File: src/rtl/custom_gate_sweeper.sv
// custom_gate_sweeper
//   Stimulus/checker stage for a custom_gate cell (F = !C && (!A || B)).
//   On START it walks {A,B,C} through 000..111, holding each vector for
//   HOLD_CYCLES clocks. On the last hold cycle it samples F and compares it
//   with EXP_TABLE. It reports a per-vector mismatch mask, a mismatch count
//   and a pass flag. All outputs come straight from flops.
module custom_gate_sweeper #(
   parameter int         HOLD_CYCLES = 2,      // >= 1; F sampled on the last hold cycle
   parameter logic [7:0] EXP_TABLE   = 8'h45   // bit i = expected F for {A,B,C} == i
) (
   input  logic       CLK,
   input  logic       RST_N,
   input  logic       START,
   input  logic       ABORT,
   input  logic       F,
   output logic       A,
   output logic       B,
   output logic       C,
   output logic       BUSY,
   output logic       DONE,
   output logic       PASS,
   output logic [7:0] FAIL_MASK,
   output logic [3:0] ERR_CNT
);

   // The hold counter only has to count 0..HOLD_CYCLES-1.
   localparam int            HW        = (HOLD_CYCLES > 1) ? $clog2(HOLD_CYCLES) : 1;
   localparam logic [HW-1:0] HOLD_LAST = HW'(HOLD_CYCLES - 1);

   typedef enum logic [1:0] {
      IDLE   = 2'd0,
      DRIVE  = 2'd1,
      REPORT = 2'd2
   } state_e;

   state_e        state_q, state_d;
   logic [2:0]    idx_q, idx_d;
   logic [HW-1:0] hold_q, hold_d;
   logic [2:0]    abc_q, abc_d;
   logic          busy_q, busy_d;
   logic          done_q, done_d;
   logic          pass_q, pass_d;
   logic [7:0]    fail_mask_q, fail_mask_d;
   logic [3:0]    err_cnt_q, err_cnt_d;
   logic          mismatch;

   // State register and all registered outputs.
   // NOTE: sequential state uses non-blocking (<=) so every flop samples
   // pre-edge values; blocking here would create order-dependent races.
   always_ff @(posedge CLK or negedge RST_N) begin
      if (!RST_N) begin
         state_q     <= IDLE;
         idx_q       <= '0;
         hold_q      <= '0;
         abc_q       <= '0;
         busy_q      <= 1'b0;
         done_q      <= 1'b0;
         pass_q      <= 1'b0;
         fail_mask_q <= '0;
         err_cnt_q   <= '0;
      end else begin
         state_q     <= state_d;
         idx_q       <= idx_d;
         hold_q      <= hold_d;
         abc_q       <= abc_d;
         busy_q      <= busy_d;
         done_q      <= done_d;
         pass_q      <= pass_d;
         fail_mask_q <= fail_mask_d;
         err_cnt_q   <= err_cnt_d;
      end
   end

   // Next-state and next-output logic for the sweep sequencer.
   // NOTE: every signal gets a default before the case statement; a path
   // that leaves one unassigned would infer a latch.
   always_comb begin
      state_d     = state_q;
      idx_d       = idx_q;
      hold_d      = hold_q;
      abc_d       = abc_q;
      busy_d      = busy_q;
      done_d      = 1'b0;
      pass_d      = pass_q;
      fail_mask_d = fail_mask_q;
      err_cnt_d   = err_cnt_q;
      mismatch    = (F != EXP_TABLE[idx_q]);

      unique case (state_q)
         IDLE: begin
            // START has priority over a simultaneous ABORT simply because
            // ABORT is not looked at here.
            if (START) begin
               state_d     = DRIVE;
               idx_d       = '0;
               hold_d      = '0;
               abc_d       = '0;
               busy_d      = 1'b1;
               pass_d      = 1'b0;
               fail_mask_d = '0;
               err_cnt_d   = '0;
            end
         end

         DRIVE: begin
            if (ABORT) begin
               // Drop the sample due on this edge and keep partial results.
               state_d = IDLE;
               busy_d  = 1'b0;
               abc_d   = '0;
               pass_d  = 1'b0;
            end else if (hold_q == HOLD_LAST) begin
               if (mismatch) begin
                  fail_mask_d[idx_q] = 1'b1;
                  err_cnt_d          = err_cnt_q + 4'd1;
               end
               if (idx_q == 3'd7) begin
                  // PASS includes the sample just taken on this edge.
                  state_d = REPORT;
                  busy_d  = 1'b0;
                  done_d  = 1'b1;
                  abc_d   = '0;
                  pass_d  = (err_cnt_d == 4'd0);
               end else begin
                  idx_d  = idx_q + 3'd1;
                  abc_d  = idx_q + 3'd1;
                  hold_d = '0;
               end
            end else begin
               hold_d = hold_q + 1'b1;
            end
         end

         REPORT: begin
            state_d = IDLE;
         end

         default: begin
            state_d = IDLE;
         end
      endcase
   end

   assign A         = abc_q[2];
   assign B         = abc_q[1];
   assign C         = abc_q[0];
   assign BUSY      = busy_q;
   assign DONE      = done_q;
   assign PASS      = pass_q;
   assign FAIL_MASK = fail_mask_q;
   assign ERR_CNT   = err_cnt_q;

endmodule

File: config.mk
export PLATFORM = sky130hd
export DESIGN_NAME = custom_gate_sweeper
export DESIGN_NICKNAME = d
export VERILOG_FILES = /design/src/rtl/custom_gate_sweeper.sv
export SDC_FILE = /design/constraint.sdc
export NUM_CORES = 1
export LEC_CHECK = 0
export CAP_MARGIN = 20
export CORE_ASPECT_RATIO = 0.7
export CORE_MARGIN = 4
export CORE_UTILIZATION = 50
export DETAILED_ROUTE_END_ITERATION = 6
export PLACE_DENSITY = 0.77
export SLEW_MARGIN = 20
export SYNTH_ARGS = -nofsm -noshare
export SYNTH_HDL_FRONTEND = slang
export SYNTH_SLANG_ARGS = --single-unit
File: constraint.sdc
create_clock -name CLK -period 2.65 [get_ports CLK]
set_clock_uncertainty 0.1 [all_clocks]
set_input_delay 0.53 -clock CLK [delete_from_list [all_inputs] [get_ports CLK]]
set_output_delay 0.53 -clock CLK [all_outputs]
set_load 0.01 [all_outputs]
==> flow_summary.toml, run 1 <==
[finish]
final.fill_count = 184
most-common-layout-cells = "dfrtp_1, clkdlybuf4s50_1, nor2_1"
post-route-cell-area_mm2 = 0.00153
antenna-diode-count = 0
syn_to_final_growth_pct = 25.3
multi_input_comb_area_um2 = 586
post_route_cells_drive_above_1_share = 0.126
final_nets = 153
final_util = 0.682
sequential_cell_area_in_the_final_layout_um2 = 601
final_common_cell = "dfrtp_1"

[clocking]
ctsHoldBuffers = 0
clock_sinks = 24
cts_max_path_buffers = 2
clk_transition_reported_paths_ns = 0.13
ctsResizeCount = 0
clock_tree.htree_level_count = 1
post_cts.repair.setup_buffers = 0
tritoncts = "yes"
clkLatencyLatePin_ns = 0.34
cts_buffers = 3
clock_root_buffer = "clkbuf_4"

[sta]
timing.final.setup_violations = 0
period_needed_ns = 2.18
final_max_slew_viol_count = 0
max_clock_freq_ghz = 0.459
final.period_utilization = 0.823
fin_ws_ns = 0.470
sum_of_negative_setup_slack_ns = 0
timing.slew.headroom = 0.559
final_hold_vio_count = 0
worst_slew_pin_slew_ns = 0.653
rsz0062_at_grt = "false"

[yosys]
yosys.area.top_type = "dfrtp_1"
synth.yosys.warnings = 0
synth_area_per_cell_um2 = 10.4
synth_top_family_by_area = "simple AND/OR/NAND/NOR gates"
post_synth_xor_area_fraction = 0.0349
synth_edf_count = 0
netlist_area_mm2 = 0.00122
postSynthNetCount = 126
seq_area_frac_synth = 0.492
synth_compound_gate_area_share = 0.173
number_of_synthesized_register_bits = 24
post_synth_fa_ha_maj_area_fraction = 0.0410
async_flop_share = 1.00
ys.flop_type = "dfrtp_1"
simple_gate_portion_of_the_synthesized_area = 0.185
muxShareOfSynthArea = 0.0462
synthesized_instance_count = 117
ys_types = 37
synthTopCellsByArea = "dfrtp_1, nor2_1, ha_1"
yosys.area.top_type_share = 0.492

[pwr]
ir_worst_vdd_uv = 371
power.total_mw = 0.969
powerDensity_mw_per_mm2 = 634
power.static_leakage_nw = 0.701

[setup_path]
worst_path_max_delay_cell = "dfrtp_1"
worstPathRequired_ns = 2.79
setup.worst_path.class = "flop to flop"
worst_path_largest_cell_delay_ns = 0.61
path_cells = "inv_1 -> ha_1 -> a21oi_2 -> xnor2_2 -> mux2_4 -> a32o_1"
worst-endpoint-arrival_ns = 2.32
path_max_fanout = 10
worstSetupStartpointType = "flop"
cp-end-kind = "flop"

[routing]
drc = 0
dr_total_vias = 960
routed_via_density = 5.49
routed_wire_length_per_instance_um = 15.1
wl_mm = 2.64
drt_pass1_iterations = 4
drt_iter0_drc = 60
antenna_left = 0

[run_status]
outcome = "finished, final reports clean"

[die]
io_pins = 23
core_area_mm2 = 0.00224
fp-row-count = 14
fp.dieW_um = 67.0
chipHeight_um = 49.3
floorplan.initialDensity = 0.544
die_area_mm2 = 0.00331

[grt]
wire_length_of_the_first_global_routing_pass_mm = 4.49
grt_overflow = 0
grt_antenna_before_repair = 0
maximum_number_of_pins_on_one_net_before_global_route_repair = 25
grt.total_usage = 0.188
first_global_vias = 919

[place]
last_weighted_congestion_value_of_the_routability_driven_placer = 0.857
place_hpwl_mm = 2.04
portBuffers = 22
post_dp_cell_area_mm2 = 0.00148
place_worst_setup_slack_ns = 0.294

[job]
cap_violations = 0

[min_path]
timing.hold.worst.class = "flop to flop"
[sequential cells by signal, summed over array words and instances, names as in the netlist]
| register | cells |
|---|---|
| FAIL_MASK | 8 |
| ERR_CNT | 4 |
| abc_q | 3 |
| idx_q | 3 |
| state_q | 2 |
| BUSY | 1 |
| DONE | 1 |
| PASS | 1 |
| hold_q | 1 |
[cell families (layout without fill, tap and decap cells)]
group	Yosys count	count (layout)
flops	24	24
simple gates	44	44
fa+ha+maj	4	4
compound gates	30	30
mux	5	5
xor+xnor	4	4
buf+inv	6	32
[critical path, delay by kind of cell, from the launching register on]
family / cells / cell delay, ns
compound gates: 2 / 0.48
xor+xnor: 1 / 0.19
fa+ha+maj: 1 / 0.26
buf+inv: 1 / 0.11
flops: 1 / 0.61
mux: 1 / 0.34
[metrics by stage]
step | hold WS, ns | instances
3_5_place_dp | 0.367 | 171
3_3_place_gp | 0.360 | 171
6_report | 0.395 | 175
4_1_cts | 0.397 | 175
5_1_grt | 0.422 | 175
2_1_floorplan | 0.134 | 117
[synth_stat cells (2+ instances only)]
library cell  count
or2_2             2
ha_1              4
dfrtp_1          24
mux2i_1           3
nand2_1           8
a31oi_1           3
or3_1             2
nor3_1            3
nor2_1           16
a32o_1            2
a21o_1            2
nand2b_1          4
xor2_1            2
o21ai_0           5
inv_1             4
a21oi_1           7
a22o_1            5
and2_2            2
[final timing paths]
check	slack, ns	to	startpoint	depth (start not counted)
setup / recovery	0.47	PASS	idx_q[0]	6
hold / removal	0.39	BUSY	BUSY	1
setup reg to reg	0.47	PASS	idx_q[0]	6
hold reg to reg	0.39	BUSY	BUSY	1
max in group asynchronous	1.78	FAIL_MASK[0]	RST_N	2
min in group asynchronous	0.43	FAIL_MASK[6]	RST_N	2
[area by class of cell]
type | instances | share of cell area
clock buffer | 3 | 0.0147
clock inverter | 1 | 0.0196
inverter | 4 | 0.00982
multi-input combinational | 87 | 0.383
sequential | 24 | 0.393
tap | 32 | 0.0262
timing repair buffer | 24 | 0.154
[power breakdown]
group	total [mW]	leakage, nW	switching, mW	internal [mW]
registers	0.444	0.326	0.0428	0.401
logic	0.258	0.347	0.131	0.127
clock network	0.268	0.0279	0.114	0.153
[per-layer routing]
layer	vias up	track usage	routed length (um)
li1	467	-	-
met1	463	0.266	1340
met2	25	0.263	1130
met3	5	0.0553	132
met4	0	0.0808	45
met5	-	0	0
(Power assumes the default switching activity.)
==> run 2: changes to the inputs <==
--- a/config.mk
+++ b/config.mk
@@ -8,9 +8,9 @@
 export CAP_MARGIN = 20
 export CORE_ASPECT_RATIO = 0.7
 export CORE_MARGIN = 4
-export CORE_UTILIZATION = 50
+export CORE_UTILIZATION = 46
 export DETAILED_ROUTE_END_ITERATION = 6
-export PLACE_DENSITY = 0.77
+export PLACE_DENSITY = 0.75
 export SLEW_MARGIN = 20
 export SYNTH_ARGS = -nofsm -noshare
 export SYNTH_HDL_FRONTEND = slang
==> constraint.sdc (replaced) <==
create_clock -name CLK -period 1.7 [get_ports CLK]
set_clock_uncertainty 0.1 [all_clocks]
set_input_delay 0.34 -clock CLK [delete_from_list [all_inputs] [get_ports CLK]]
set_output_delay 0.34 -clock CLK [all_outputs]
set_load 0.01 [all_outputs]
==> flow_summary.toml, run 2 (synthesis results as in run 1) <==
[setup_path]
crit-reg2reg-capture = "PASS"
worstSetupStartpointType = "flop"
critical_path.reg2reg.startpoint = "idx_q[0]"
worst-endpoint-arrival_ns = 1.80
worst_path_largest_cell_delay_ns = 0.45
critPathTopFamily = "flip-flops"
path_max_fanout = 4
path_cells = "inv_4 -> ha_4 -> a21oi_4 -> xnor2_2 -> mux2_4 -> a32o_1"
worstPathRequired_ns = 1.76
cp-end-kind = "flop"
reg2regPathDepth = 6
setup.worst_path.class = "flop to flop"
timing.critical_path.buf_inv = 1
crit_start = "idx_q[0]"
setup.reg_to_reg.worst_slack_ns = -0.04
worst_path_max_delay_cell = "dfrtp_2"

[finish]
largest_register_ff_count = 8
final_nets = 179
syn_to_final_growth_pct = 48.8
post_route_cells_drive_above_1_share = 0.337
antenna-diode-count = 0
sequential_cell_area_in_the_final_layout_um2 = 602
multi_input_comb_area_um2 = 659
most-common-layout-cells = "buf_4, dfrtp_1, clkdlybuf4s50_1"
final.fill_count = 174
final_common_cell = "buf_4"

[grt]
grt.total_usage = 0.179
grt_overflow = 0
first_global_vias = 1030
maximum_number_of_pins_on_one_net_before_global_route_repair = 25
grt_antenna_before_repair = 0
wire_length_of_the_first_global_routing_pass_mm = 4.93

[run_status]
violations = "negative setup slack"
outcome = "complete, but fails checks"

[sta]
final.period_utilization = 1.02
timing.final.setup_violations = 3
timing.slew.headroom = 0.715
whs_ns = 0.316
rsz0062_at_grt = "true"
fin_ws_ns = -0.0382
final_max_slew_viol_count = 0
final_hold_vio_count = 0
worst_slew_pin_slew_ns = 0.427
max_clock_freq_ghz = 0.575
period_needed_ns = 1.74

[clocking]
clock_sinks = 24
clkLatencyLatePin_ns = 0.27
tritoncts = "yes"
clock_root_buffer = "clkbuf_8"
cts_buffers = 3
clk_transition_reported_paths_ns = 0.08
ctsHoldBuffers = 0
cts_max_path_buffers = 2
clock_tree.htree_level_count = 1

[routing]
routed_via_density = 5.28
antenna_left = 0
wl_mm = 3.08
dr_total_vias = 1072
routed_wire_length_per_instance_um = 15.2
drc = 0
drt_pass1_iterations = 4
drt_iter0_drc = 72

[min_path]
timing.hold.worst.class = "input pin to asynchronous set/reset pin"

[die]
floorplan.initialDensity = 0.489
core_area_mm2 = 0.00250
fp-row-count = 15
chipHeight_um = 51.1
fp.dieW_um = 69.6
die_area_mm2 = 0.00355
io_pins = 23

[pwr]
ir_worst_vdd_uv = 795
power.static_leakage_nw = 0.859
powerDensity_mw_per_mm2 = 928

[job]
cap_violations = 0

[place]
last_weighted_congestion_value_of_the_routability_driven_placer = 0.828
portBuffers = 22
place_hpwl_mm = 2.17
place_worst_setup_slack_ns = -0.287
==> run 2: final cells by class <==
cell class,instances,area share
repair buffers,50,0.242
inverters,4,0.00965
well taps,34,0.0234
clock buffers,4,0.0303
multi-input cells,87,0.363
flip-flops and latches,24,0.331
==> run 2: stage by stage <==
stage | std cells | setup TNS [ns] | total power [mW] | util | cell area (um2)
after CTS | 197 | -0.147 | 1.62 | 0.694 | 1730
final | 203 | -0.103 | 1.69 | 0.727 | 1820
after detailed placement | 190 | -3.96 | 1.20 | 0.653 | 1630
after floorplan | 117 | -0.0403 | 0.971 | - | 1240
after global routing | 203 | -0.454 | 1.78 | 0.727 | 1820
after global placement | 190 | -3.53 | 1.19 | 0.653 | 1630
==> run 2: report_power, final <==
part	internal, mW	total, mW	switching [mW]
Combinational	0.336	0.620	0.284
Clock	0.207	0.387	0.180
Sequential	0.627	0.679	0.0517
==> run 2: layer usage <==
| metal | up-vias | wire, um | share of wire | global-route usage |
|---|---|---|---|---|
| li1 | 518 | - | - | - |
| met1 | 530 | 1470 | 0.48 | 0.233 |
| met2 | 20 | 1470 | 0.48 | 0.296 |
| met3 | 4 | 112 | 0.036 | 0.0472 |
| met4 | 0 | 26 | 0.0084 | 0.0552 |
| met5 | - | 0 | 0 | 0 |
==> run 2: worst max-delay path by stage <==
stage                       to  slack [ns]  depth (start not counted)
finish                    PASS       -0.04                          6
floorplan                 PASS       -0.04                          7
global placement          PASS       -0.25                          7
CTS                   idx_q[0]       -0.04                          5
detailed placement  ERR_CNT[0]       -0.29                          5
global route          idx_q[0]       -0.10                          5
==> run 2: what timing repair did <==
| item | CTS | global route |
|---|---|---|
| endpoints found under the setup margin | 12 | 19 |
| endpoints found under the hold margin | 0 | 0 |
| pin swaps | 1 | 11 |
| setup buffers | 3 | 6 |
| gates resized for setup | 9 | 12 |
==> run 3: changes to the inputs <==
--- a/config.mk
+++ b/config.mk
@@ -7,7 +7,6 @@
 export LEC_CHECK = 0
 export CAP_MARGIN = 20
 export CORE_ASPECT_RATIO = 0.7
-export CORE_MARGIN = 4
 export CORE_UTILIZATION = 46
 export DETAILED_ROUTE_END_ITERATION = 6
 export PLACE_DENSITY = 0.75
==> constraint.sdc (replaced) <==
create_clock -name CLK -period 1.7 [get_ports CLK]
set_clock_uncertainty 0.1 [all_clocks]
set_input_delay 0.34 -clock CLK [delete_from_list [all_inputs] [get_ports CLK]]
set_output_delay 0.34 -clock CLK [all_outputs]
set_load 0.02 [all_outputs]
==> flow_summary.toml, run 3 (synthesis results as in run 1) <==
[run_status]
outcome = "complete, but fails checks"
violations = "negative setup slack"

[finish]
antenna-diode-count = 0
finish.cell_count_without_fillers = 199
final_nets = 175
syn_to_final_growth_pct = 55.6
post-route-cell-area_mm2 = 0.00190
final.fill_count = 167
largest_register_ff_count = 8
post_route_cells_drive_above_1_share = 0.345
final_common_cell = "dfrtp_1"
most-common-layout-cells = "dfrtp_1, buf_4, nor2_1"

[sta]
timing.slew.headroom = 0.731
rsz0062_at_grt = "true"
max_clock_freq_ghz = 0.551
fin_ws_ns = -0.116
worst_slew_pin_slew_ns = 0.404
period_needed_ns = 1.82
final_hold_vio_count = 0
final.period_utilization = 1.07
final_max_slew_viol_count = 0
timing.final.setup_violations = 7

[pwr]
power.internal_mw = 1.30
ir_worst_vdd_uv = 745
net-switching-power_mw = 0.591
powerDensity_mw_per_mm2 = 995
power.static_leakage_nw = 1.03
power.combinational.fraction = 0.373
power.share.switching = 0.313
clockPowerShare = 0.263
seq_power_share = 0.364

[die]
fp-row-count = 15
io_pins = 23
chipHeight_um = 45.1
die_area_mm2 = 0.00287
fp.dieW_um = 63.6
floorplan.initialDensity = 0.492
core_area_mm2 = 0.00248

[setup_path]
worst-endpoint-arrival_ns = 1.88
path_cells = "inv_4 -> ha_4 -> a21oi_4 -> xnor2_4 -> mux2_4 -> a32o_1"
critPathTopFamily = "flip-flops"
worstSetupStartpointType = "flop"
worst_path_max_delay_cell = "dfrtp_1"
path_max_fanout = 4
worstPathRequired_ns = 1.77
worst_path_largest_cell_delay_ns = 0.45
timing.critical_path.buf_inv = 1
reg2regPathDepth = 6
setup.worst_path.class = "flop to flop"
crit_cells = 6
cp-end-kind = "flop"

[routing]
drt_pass1_iterations = 4
antenna_left = 0
drc = 0
routed_via_density = 5.59
dr_total_vias = 1113
drt_iter0_drc = 38
wl_mm = 3.38
routed_wire_length_per_instance_um = 17.0

[grt]
wire_length_of_the_first_global_routing_pass_mm = 4.58
maximum_number_of_pins_on_one_net_before_global_route_repair = 25
grt.total_usage = 0.216
first_global_vias = 962
grt_antenna_before_repair = 0
grt_overflow = 0

[clocking]
clock_sinks = 24
clock_tree.htree_level_count = 1
ctsHoldBuffers = 0
clkLatencyLatePin_ns = 0.27
cts_buffers = 3
cts_max_path_buffers = 2
clk_transition_reported_paths_ns = 0.09
tritoncts = "yes"
clock_root_buffer = "clkbuf_8"

[place]
portBuffers = 22
post_dp_cell_area_mm2 = 0.00161
place_hpwl_mm = 2.05
numPlacedInstances = 188
last_weighted_congestion_value_of_the_routability_driven_placer = 0.902

[min_path]
timing.hold.worst.class = "input pin to asynchronous set/reset pin"

[job]
cap_violations = 0
run 3: changes by cell type in the layout (fill, tap and decap cells not counted), moves of 2 or more:
cell	change
dlymetal6s2s_1	+10
clkdlybuf4s50_1	-13
buf_4	-5
xnor2_4	+2
dlygate4sd2_1	+3
run 3: worst paths after layout:
check | start | end | slack (ns)
min | RST_N | FAIL_MASK[4] | 0.32
min in group CLK | abc_q[2] | abc_q[2] | 0.39
min reg2reg | abc_q[2] | abc_q[2] | 0.39
max reg2reg | idx_q[0] | PASS | -0.12
max in group asynchronous | RST_N | state_q[0] | 0.90
max | idx_q[0] | PASS | -0.12
run 3: routing by layer:
metal | GRT usage | vias up | routed length, um | part of all wire
met5 | 0 | - | 0 | 0
met4 | 0.0636 | 0 | 46 | 0.014
met3 | 0.0657 | 6 | 155 | 0.046
met2 | 0.334 | 35 | 1610 | 0.48
met1 | 0.298 | 561 | 1560 | 0.46
li1 | - | 511 | - | -
run 3: power by group through the flow:
| stage | clock [mW] | sequential (mW) | combinational (mW) |
|---|---|---|---|
| global route | 0.533 | 0.690 | 0.749 |
| global placement | 0 | 0.685 | 0.515 |
| detailed placement | 0 | 0.690 | 0.523 |
| finish | 0.496 | 0.686 | 0.705 |
| floorplan | 0 | 0.728 | 0.272 |
| CTS | 0.501 | 0.680 | 0.571 |
run 3: timing repair:
action                                  4_1_cts  5_1_grt
setup buffers                                 0        8
endpoints found under the setup margin       12       27
hold endpoints to repair                      0        0
pin swaps                                     4        9
resized for setup                            17       26
run 3: worst register-to-register path, stage by stage (launching register included):
cell and delay, ns:
dfrtp_1 0.45, inv_4 0.06, ha_4 0.17, a21oi_4 0.21
xnor2_4 0.18, mux2_4 0.33, a32o_1 0.22
run 3: through the flow:
step                      setup TNS, ns  hold WS (ns)  utilization  worst slack, ns  power, mW
final                            -0.294         0.325        0.766           -0.116       1.89
after global routing             -0.945         0.362        0.766           -0.155       1.97
after CTS                        -0.185         0.336        0.704           -0.110       1.75
after detailed placement          -4.20         0.371        0.652           -0.307       1.21
after global placement            -3.33         0.357        0.652           -0.263       1.20
after floorplan                 -0.0403       -0.0556            -          -0.0403       1.00
run 3: final cells by class:
type,instances,area [um2],share of cell area
multi-input combinational,87,731,0.385
sequential,24,602,0.317
timing repair buffer,46,434,0.229
tap,34,42.5,0.0224
clock buffer,3,41.3,0.0218
clock inverter,1,30.0,0.0158
inverter,4,17.5,0.00923
